**src/rtl/simd_add_scheduler.sv**
```systemverilog
// simd_add_scheduler: round-robin sharing of one free-running pipelined SIMD adder among NREQ requesters.
// Latency: a request accepted in cycle t reaches the result FIFO head in cycle t+LAT+1 (FIFO empty).
// Backpressure: issue only while fifo_count + inflight < DEPTH; req_ready never looks at rsp_ready.
// Optional build macro SIMD_SCHED_STATS_EN adds stat_issue / stat_stall saturating counters.

// Generic result FIFO: ring buffer with an occupancy count, head data zeroed when empty.
// Latency: pushed entry visible at the head the cycle after the push.
// Backpressure: none internally; the caller guarantees no push while full (asserted).
module simd_sched_fifo #(
    parameter int WIDTH = 8,
    parameter int DEPTH = 4,
    parameter int CW    = $clog2(DEPTH + 1)
) (
    input  logic             clk,
    input  logic             rst,
    input  logic             push_vld,
    input  logic [WIDTH-1:0] push_dat,
    input  logic             pop_rdy,
    output logic             head_vld,
    output logic [WIDTH-1:0] head_dat,
    output logic [CW-1:0]    count
);
    localparam int PW = (DEPTH > 1) ? $clog2(DEPTH) : 1;

    logic [WIDTH-1:0] mem [DEPTH];
    logic [PW-1:0]    wr_ptr;
    logic [PW-1:0]    rd_ptr;
    logic             do_pop;

    // Pointer increment that wraps at DEPTH, which need not be a power of two.
    function automatic logic [PW-1:0] wrap_inc(input logic [PW-1:0] p);
        if (p == PW'(DEPTH - 1)) begin
            return '0;
        end
        return p + PW'(1);
    endfunction

    assign do_pop   = pop_rdy && (count != '0);
    assign head_vld = (count != '0);
    assign head_dat = head_vld ? mem[rd_ptr] : '0;

    // Storage write; contents need no reset because the head is masked while empty.
    always_ff @(posedge clk) begin
        if (push_vld) begin
            mem[wr_ptr] <= push_dat;
        end
    end

    // Pointers and occupancy; push and pop together leave the count unchanged.
    always_ff @(posedge clk) begin
        if (rst) begin
            wr_ptr <= '0;
            rd_ptr <= '0;
            count  <= '0;
        end else begin
            if (push_vld) begin
                wr_ptr <= wrap_inc(wr_ptr);
            end
            if (do_pop) begin
                rd_ptr <= wrap_inc(rd_ptr);
            end
            case ({push_vld, do_pop})
                2'b10:   count <= count + CW'(1);
                2'b01:   count <= count - CW'(1);
                default: count <= count;
            endcase
        end
    end

    // The credit scheme upstream must make overflow impossible.
    a_no_overflow: assert property (@(posedge clk) disable iff (rst)
        !(push_vld && (count == CW'(DEPTH))));

endmodule

module simd_add_scheduler #(
    parameter int NREQ  = 4,
    parameter int N     = 4,
    parameter int W     = 10,
    parameter int LAT   = 2,
    parameter int DEPTH = 4
) (
    input  logic                     clk,
    input  logic                     rst,
    input  logic [NREQ-1:0]          req_valid,
    output logic [NREQ-1:0]          req_ready,
    input  logic [NREQ*N*W-1:0]      req_a,
    input  logic [NREQ*N*W-1:0]      req_b,
    output logic [N*W-1:0]           add_a,
    output logic [N*W-1:0]           add_b,
    input  logic [N*W-1:0]           add_sum,
    output logic                     rsp_valid,
    input  logic                     rsp_ready,
    output logic [$clog2(NREQ)-1:0]  rsp_id,
    output logic [N*W-1:0]           rsp_sum
`ifdef SIMD_SCHED_STATS_EN
    ,
    output logic [NREQ*16-1:0]       stat_issue,
    output logic [15:0]              stat_stall
`endif
);
    localparam int IDW = $clog2(NREQ);
    localparam int VW  = N * W;
    localparam int FCW = $clog2(DEPTH + 1);
    localparam int CW  = $clog2(DEPTH + LAT + 1);

    // Round-robin state: last granted requester.
    logic [IDW-1:0] ptr;

    // Arbitration result for the current cycle.
    logic           issue_ok;
    logic           grant_any;
    logic [IDW-1:0] grant_id;

    // Tag pipe tracking what the adder currently holds.
    logic [LAT-1:0] tag_vld;
    logic [IDW-1:0] tag_id [LAT];
    logic [CW-1:0]  inflight;

    // Result FIFO interface.
    logic [FCW-1:0]    fifo_count;
    logic [IDW+VW-1:0] head_dat;

    // Requester index ptr+k modulo NREQ.
    function automatic logic [IDW-1:0] rr_idx(input logic [IDW-1:0] base, input int k);
        int t;
        t = (int'(base) + k) % NREQ;
        return IDW'(t);
    endfunction

    // Count valid tag-pipe stages: results already committed to the adder.
    always_comb begin
        inflight = '0;
        for (int s = 0; s < LAT; s++) begin
            inflight = inflight + CW'(tag_vld[s]);
        end
    end

    // Credit check uses registered state only, so a pop frees credit the next cycle.
    assign issue_ok = ((CW'(fifo_count) + inflight) < CW'(DEPTH));

    // Round-robin search starting after the last winner; nothing is granted during reset.
    always_comb begin
        grant_any = 1'b0;
        grant_id  = '0;
        if (issue_ok && !rst) begin
            for (int k = 1; k <= NREQ; k++) begin
                if (!grant_any && req_valid[rr_idx(ptr, k)]) begin
                    grant_any = 1'b1;
                    grant_id  = rr_idx(ptr, k);
                end
            end
        end
    end

    // One-hot ready for the winner and operand steering to the adder.
    always_comb begin
        req_ready = '0;
        add_a     = '0;
        add_b     = '0;
        if (grant_any) begin
            req_ready[grant_id] = 1'b1;
            add_a = req_a[int'(grant_id)*VW +: VW];
            add_b = req_b[int'(grant_id)*VW +: VW];
        end
    end

    // Pointer moves to the winner; reset makes requester 0 first in line.
    always_ff @(posedge clk) begin
        if (rst) begin
            ptr <= IDW'(NREQ - 1);
        end else if (grant_any) begin
            ptr <= grant_id;
        end
    end

    // Tag pipe shifts every cycle alongside the free-running adder; reset drops in-flight work.
    always_ff @(posedge clk) begin
        if (rst) begin
            tag_vld <= '0;
            for (int s = 0; s < LAT; s++) begin
                tag_id[s] <= '0;
            end
        end else begin
            tag_vld[0] <= grant_any;
            tag_id[0]  <= grant_id;
            for (int s = 1; s < LAT; s++) begin
                tag_vld[s] <= tag_vld[s-1];
                tag_id[s]  <= tag_id[s-1];
            end
        end
    end

    // Capture the adder output with its tag when the last stage is valid.
    simd_sched_fifo #(
        .WIDTH (IDW + VW),
        .DEPTH (DEPTH),
        .CW    (FCW)
    ) u_rsp_fifo (
        .clk      (clk),
        .rst      (rst),
        .push_vld (tag_vld[LAT-1]),
        .push_dat ({tag_id[LAT-1], add_sum}),
        .pop_rdy  (rsp_ready),
        .head_vld (rsp_valid),
        .head_dat (head_dat),
        .count    (fifo_count)
    );

    assign {rsp_id, rsp_sum} = head_dat;

`ifdef SIMD_SCHED_STATS_EN
    // Saturating per-requester issue counters and a credit-stall cycle counter.
    always_ff @(posedge clk) begin
        if (rst) begin
            stat_issue <= '0;
            stat_stall <= '0;
        end else begin
            if (grant_any && (stat_issue[int'(grant_id)*16 +: 16] != 16'hFFFF)) begin
                stat_issue[int'(grant_id)*16 +: 16] <= stat_issue[int'(grant_id)*16 +: 16] + 16'd1;
            end
            if ((|req_valid) && !issue_ok && (stat_stall != 16'hFFFF)) begin
                stat_stall <= stat_stall + 16'd1;
            end
        end
    end
`else
    // Statistics counters are not built in this configuration.
`endif

endmodule
```
**config.mk**
```make
export PLATFORM = sky130hd
export DESIGN_NAME = simd_add_scheduler
export DESIGN_NICKNAME = d
export VERILOG_FILES = /design/src/rtl/simd_add_scheduler.sv
export SDC_FILE = /design/constraint.sdc
export NUM_CORES = 1
export LEC_CHECK = 0
export ABC_AREA = 1
export CAP_MARGIN = 20
export CELL_PAD_IN_SITES_DETAIL_PLACEMENT = 0
export CELL_PAD_IN_SITES_GLOBAL_PLACEMENT = 2
export CORE_ASPECT_RATIO = 0.8
export CORE_MARGIN = 8
export CORE_UTILIZATION = 31
export CTS_CLUSTER_DIAMETER = 150
export CTS_CLUSTER_SIZE = 10
export DETAILED_ROUTE_END_ITERATION = 10
export DONT_BUFFER_PORTS = 1
export PLACE_DENSITY_LB_ADDON = 0.08
export SLEW_MARGIN = 0
export SYNTH_ARGS = -nofsm -noshare
export SYNTH_HDL_FRONTEND = slang
export SYNTH_SLANG_ARGS = --single-unit
```
**constraint.sdc**
```tcl
create_clock -name clk -period 2.32 [get_ports clk]
set_input_delay 0.464 -clock clk [delete_from_list [all_inputs] [get_ports clk]]
set_output_delay 0.464 -clock clk [all_outputs]
set_load 0.02 [all_outputs]
```
==> summary.md, run 1 <==
| Metric | Value |
|---|---|
| Crit path time final | 2890 ps |
| Area growth from synthesis to layout | 37.3% |
| Slew Viols, Final | 0 |
| Leak | 0.00678 uW |
| Final worst-path cycle share | 125% |
| CTS tree | built |
| Worst setup path endpoint | add_b[35] |
| Most frequent CP cell | nand2_2 |
| Type of element capturing the critical path | output pin |
| RSZ-0062 raised after global routing | true |
| Max cap viols | 0 |
| Die Wd | 228 um |
| GRT Total Usage | 20.0% |
| Share of cells above drive strength 1 | 30.1% |
| Clock group share of total power | 9.8% |
| Die Ht | 186 um |
| Register area share after synthesis | 48.3% |
| Worst slack, placed | -240 ps |
| # H-tree levels | 4 |
| Core Area | 35700 um^2 |
| Worst-Margin Slew | 503 ps |
| Total number of vias | 10400 |
| Max Freq | 0.346 GHz |
| NumNets Final | 1985 |
| Clk slew on worst S/H paths | 60 ps |
| Crit path setup slack, layout | -571 ps |
| Initial antenna violation count | 0 |
| Ranking of synthesized cells by area | edfxtp_1 45%, nand2_1 15%, nand3_1 11% |
| Yosys reg bits | 185 |
| Final-report setup violation count | 84 |
| Final Wtd Congestion | 0.893 |
| Ports | 494 |
| Hold Buf Count CTS | 0 |
| Synthesis warning total | 0 |
| Sequential fraction of design power | 15.0% |
| R2r setup slk | 240 ps |
| DRT iter0 DRCs | 663 |
| Crit path kind | reg2out |
| Critical path's largest stage delay | 370 ps |
| First-pass GRT wire length | 64900 um |
| Total negative slack | -41730 ps |
| Power Density | 1830 nW/um^2 |
| Failing checks | setup timing |
| Die ar. | 42300 um^2 |
| Internal | 13800 uW |
| Std-Cell Rows | 62 |
| R2r startpoint | u_rsp_fifo.count[1] |
| Post-layout util | 42.9% |
| WL final | 46800 um |
| Port bufs | 0 |
| Drc violations | 0 |
| Bufs on Longest Clock Path | 2 |
| Cell taking the most area after synthesis | edfxtp_1 |
| Yosys top cell area share | 45.3% |
| Gate power share | 75.2% |
| Cell-by-cell trace of the critical path | buf_6 -> nand2_2 -> nand2_2 -> nand2_2 -> nand2_2 -> buf_6 -> inv_4 -> nand3_4 -> nand2_4 -> clkinv_8 -> nand2_8 -> buf_12 -> buf_8 -> buf_8 -> nand2_1 -> nand2_1 -> nand2_1 -> nand2_2 |
| Syn Std Cell Area | 11100 um^2 |
| GRT Residual Overflow | 0 |
| CTS Buf Count | 17 |
| CTS Sinks | 185 |
| ANT nets after route | 0 |
| Root Buffer | clkbuf_16 |
| Worst slew margin | 66.4% |
| Final Hold Fails | 0 |
| Worst Skew | 6.20 ps |
| Post-synthesis cell count | 1508 |
| Overall power | 28000 uW |
| CP startpoint | ptr[0] |
| Synthesized Nets | 1883 |
| Switching Fraction | 50.6% |
| WL per Instance | 22.3 um |
| DRT Pass-1 Iters | 5 |
| Post-DP HPWL | 33500 um |
| Most frequent cells in the layout | 247 x nand2_1, 193 x nand3_1, 177 x nor2_1, 177 x inv_1, 168 x edfxtp_1 |
| Slowest-stage cell, CP | dfxtp_4 |
| Worst Path Required | 1860 ps |
| Hold Crit Start | rst |
| Largest net degree at the start of global routing | 45 |
| Vias/cell | 4.92 |
| Ant. Diodes | 0 |
| Arrival time worst endpoint | 2430 ps |
| Syn_area_per_cell | 7.39 um^2 |
| Clk Latency, worst-skew pair | 430 ps |
| FF-to-FF End | u_rsp_fifo.count[2] |
| Most common cell after layout, fill and taps aside | nand2_1 |
| Starting Density | 31.2% |
| Worst R2R Path Depth | 12 |
| Vias in the first global route | 9973 |
| Maximum vdd drop | 0.832 mV |
| Min-delay worst type | in2reg |
| Crit-path max FO | 6 |
| Outcome | complete, but fails checks |
| Synth cell types | 28 |
| Worst Setup Start Kind | register |
| P_sw | 14200 uW |
==> per-stage QoR <==
| step | area (um^2) | instances | hold WS (ps) |
|---|---|---|---|
| after floorplan | 11100 | 1508 | 388 |
| after global placement | 12800 | 2034 | 395 |
| after detailed placement | 12800 | 2034 | 394 |
| after CTS | 14100 | 2078 | 83.6 |
| after global routing | 15300 | 2103 | 82.3 |
| final | 15300 | 2103 | 102 |
==> worst min path at each step <==
stage                                      end  slack, ps  cells past startpoint
final                             tag_id[0][2]        100                      1
after global routing      u_rsp_fifo.wr_ptr[0]         80                      1
after global placement            tag_id[0][2]        400                      2
after floorplan                   tag_id[0][2]        390                      2
after detailed placement          tag_id[0][2]        390                      2
after CTS                         tag_id[0][3]         80                      1
==> final cells by class <==
cell class | count | area [um^2]
inverter | 188 | 728
clock buffer | 20 | 437
clock inverter | 12 | 108
tap | 480 | 601
timing repair buffer | 185 | 2360
fill | 3628 | 20400
multi-input combinational | 1033 | 5660
sequential | 185 | 5400
==> power by group through the flow <==
stage / combinational (uW) / sequential, uW / clock [uW]
after CTS: 18600 / 4200 / 2770
after global routing: 22600 / 4240 / 2890
final: 21000 / 4200 / 2730
after floorplan: 10100 / 4190 / 0
after global placement: 16400 / 4240 / 0
after detailed placement: 16300 / 4250 / 0
==> cell families after synthesis <==
group | Yosys count | share of synthesized area (%)
buffers and inverters | 290 | 11.4
adder cells (fa/ha/maj) | 8 | 0.966
AO/OA/AOI/OAI | 146 | 6.69
AND/OR/NAND/NOR | 879 | 32.6
flip-flops | 185 | 48.3
==> critical path, delay by kind of cell (launching register included) <==
kind                   cells  cell delay [ps]
DFF                        1              370
buffers and inverters      7              770
and+or+nand+nor           11              850
==> repair_timing <==
action	4_1_cts	5_1_grt
setup endpoints to repair	126	127
buffers inserted	9	13
gates resized for setup	185	219
cloned	3	13
pin swaps	19	94
==> state kept, by name (all words and copies together), names as in the netlist, named ones only <==
register / flops
ptr: 2
tag_id: 4
tag_vld: 2
u_rsp_fifo.count: 3
u_rsp_fifo.mem: 168
u_rsp_fifo.rd_ptr: 2
u_rsp_fifo.wr_ptr: 2
==> routing by layer <==
metal	share of wire (%)	track usage, %	vias to the layer above
li1	-	-	5059
met1	42	24.8	4870
met2	49	33.9	368
met3	7.2	6.14	59
met4	2.4	5.05	0
met5	0	0	-
==> cells in the mapped netlist (all sizes together) <==
library cell / instances
a21boi: 1
a21o: 1
a21oi: 50
buf: 76
clkbuf: 26
clkinv: 1
dfxtp: 17
edfxtp: 168
fa: 1
ha: 7
inv: 187
nand2: 444
nand3: 248
nor2: 184
nor3: 3
o211a: 1
o211ai: 2
o21ai: 91
Power figures use the tool's default switching activity.
==> inputs of run 2 (changes only) <==
--- a/config.mk
+++ b/config.mk
@@ -6,16 +6,17 @@
 export NUM_CORES = 1
 export LEC_CHECK = 0
 export ABC_AREA = 1
+export BUFFER_PORTS_ARGS = -buffer_cell sky130_fd_sc_hd__clkbuf_2
 export CAP_MARGIN = 20
 export CELL_PAD_IN_SITES_DETAIL_PLACEMENT = 0
 export CELL_PAD_IN_SITES_GLOBAL_PLACEMENT = 2
 export CORE_ASPECT_RATIO = 0.8
 export CORE_MARGIN = 8
-export CORE_UTILIZATION = 31
+export CORE_UTILIZATION = 23
 export CTS_CLUSTER_DIAMETER = 150
 export CTS_CLUSTER_SIZE = 10
 export DETAILED_ROUTE_END_ITERATION = 10
-export DONT_BUFFER_PORTS = 1
+export MAX_ROUTING_LAYER = met4
 export PLACE_DENSITY_LB_ADDON = 0.08
 export SLEW_MARGIN = 0
 export SYNTH_ARGS = -nofsm -noshare
==> summary.md, run 2 (synthesis gave the netlist of run 1 again) <==
| Metric | Value |
|---|---|
| Min-delay worst type | in2reg |
| Clk slew on worst S/H paths | 70 ps (about the same) |
| Total number of vias | 11900 (+15%) |
| DRT Pass-1 Iters | 5 (unchanged) |
| Crit-path max FO | 8 (+2) |
| RSZ-0062 raised after global routing | true |
| DRT iter0 DRCs | 735 (+11%) |
| Endpoint, Worst Hold | u_rsp_fifo.mem[3][31] |
| CTS Sinks | 185 (unchanged) |
| NumNets Final | 2453 (+24%) |
| Reg with most FFs | u_rsp_fifo.mem |
| Most common cell after layout, fill and taps aside | clkbuf_2 |
| Drc violations | 0 (unchanged) |
| Slew Viols, Final | 0 (unchanged) |
| Bufs on Longest Clock Path | 2 (unchanged) |
| Regs by FF count | u_rsp_fifo.mem: 168 flops, tag_id: 4 flops, u_rsp_fifo.count: 3 flops |
| Largest net degree at the start of global routing | 43 (-4.4%) |
| Ports | 494 (unchanged) |
| Worst Setup Start Kind | register |
| CTS Buf Count | 17 (unchanged) |
| Starting Density | 23.2% (-8.1 points) |
| Worst slack, placed | -402 ps (-162 ps) |
| Worst Skew | 11.7 ps (+5.52 ps) |
| Outcome | complete, but fails checks |
| # H-tree levels | 4 (unchanged) |
| ANT nets after route | 0 (unchanged) |
| CTS tree | built |
| Final worst-path cycle share | 133% (+8.0 points) |
| Die Ht | 213 um (+15%) |
| Hold path depth | 1 (unchanged) |
| Core Area | 48100 um^2 (+35%) |
| FF-to-FF End | u_rsp_fifo.count[2] |
| Worst Path Required | 1860 ps (about the same) |
| Sequential cell area | 5400 um^2 (about the same) |
| Root Buffer | clkbuf_16 |
| Vias/cell | 4.34 (-12%) |
| Failing checks | setup timing |
| Final Wtd Congestion | 0.885 (-0.95%) |
| Clk Latency, worst-skew pair | 430 ps (about the same) |
| Std-Cell Rows | 72 (+16%) |
| Arrival time worst endpoint | 2610 ps (+180 ps) |
| Max cap viols | 0 (unchanged) |
| Initial antenna violation count | 25 (+25) |
| Multi-input logic area | 5180 um^2 (-8.5%) |
| Area growth from synthesis to layout | 64.5% |
| First-pass GRT wire length | 75300 um (+16%) |
| Crit path time final | 3080 ps (+185 ps) |
| Crit path setup slack, layout | -756 ps (-185 ps) |
| Hold Crit Start | add_sum[31] |
| Most frequent cells in the layout | 388 x clkbuf_2, 369 x nand2_1, 234 x nand3_1, 176 x inv_1, 168 x edfxtp_1 |
| GRT Total Usage | 18.6% (-1.4 points) |
| Type of element capturing the critical path | output pin |
| R2r setup slk | 200 ps (-40 ps) |
| Crit path kind | reg2out |
| Leak | 0.00901 uW (+33%) |
| Worst slew margin | 51.1% (-15 points) |
| WL per Instance | 20.4 um (-8.5%) |
| GRT Residual Overflow | 0 (unchanged) |
| R2r startpoint | u_rsp_fifo.count[1] |
| Worst-Margin Slew | 733 ps (+230 ps) |
| Power Density | 1740 nW/um^2 (-4.9%) |
| Worst R2R Path Depth | 12 (unchanged) |
| Die ar. | 55800 um^2 (+32%) |
| WL final | 55900 um (+19%) |
| Post-DP HPWL | 39700 um (+19%) |
| Port bufs | 493 (+493) |
| Max Freq | 0.325 GHz (-6.0%) |
| Maximum vdd drop | 0.726 mV (-13%) |
| Final-report setup violation count | 92 (+9.5%) |
| Die Wd | 262 um (+15%) |
| Filler cells | 5106 (+41%) |
| Vias in the first global route | 11600 (+17%) |
| Total negative slack | -55990 ps (-14260 ps) |
| Share of cells above drive strength 1 | 40.6% (+10 points) |
| Hold Buf Count CTS | 0 (unchanged) |
| Max reg flops | 168 (unchanged) |
| Final Hold Fails | 0 (unchanged) |
[run 2: how the worst max path moves through the flow]
| stage | startpoint | end | slack (ps) | cells past startpoint |
|---|---|---|---|---|
| 2_1_floorplan | tag_vld[0] | add_a[10] | -9 | 13 |
| 3_5_place_dp | tag_vld[0] | add_b[25] | -400 | 14 |
| 4_1_cts | ptr[0] | add_b[16] | -740 | 19 |
| 3_3_place_gp | req_valid[0] | add_b[22] | -380 | 15 |
| 5_1_grt | ptr[0] | add_b[21] | -880 | 18 |
| 6_report | ptr[0] | add_b[20] | -760 | 18 |
[run 2: through the flow]
stage,total power [uW],cells,area (um^2),utilization (%),hold WS [ps]
2_1_floorplan,14300,1508,11100,-,388
4_1_cts,29000,2689,16900,35.2,237
6_report,31900,2746,18300,38.1,253
3_3_place_gp,22500,2631,15100,31.4,394
3_5_place_dp,22300,2631,15100,31.4,398
5_1_grt,34000,2745,18300,38.1,239
[run 2: area by class of cell]
class                      instances  share of cell area (%)
tap                              629                    4.29
multi-input combinational       1033                    28.3
clock buffer                      19                    2.36
antenna                           26                   0.355
timing repair buffer             653                    30.5
inverter                         188                    4.02
clock inverter                    13                   0.785
sequential                       185                    29.5
[run 2: where the power goes]
part / total, uW / switching [uW] / internal, uW
clock: 2840 / 1240 / 1600
combinational: 24800 / 13500 / 11300
sequential: 4210 / 176 / 4040
[run 2: what timing repair did]
action	in CTS	in global routing
gates resized for setup	212	313
setup buffers	17	14
cloned	9	19
pin swaps	9	70
setup endpoints to repair	121	114
[run 2: worst max-delay path, cell delays in order, from the launching register on]
cell and delay, ps:
dfxtp_4 350, buf_12 140, clkinv_8 60, buf_8 110, nand2_4 50, nand3_2 60, nand2_2 70, nor2_4 150
nand3_2 100, nand2_2 80, nor2_4 40, buf_12 120, nor2_4 120, buf_12 170, buf_12 130, clkbuf_16 160
nand2_2 50, nand2_1 60, clkbuf_8 150
[run 2: metal layers]
layer	vias to the layer above	wire [um]	GRT usage [%]
met5	-	0	-
met4	0	1140	5.42
met3	44	3080	4.19
met2	298	27700	30.6
met1	5535	23900	22.7
li1	6036	-	-
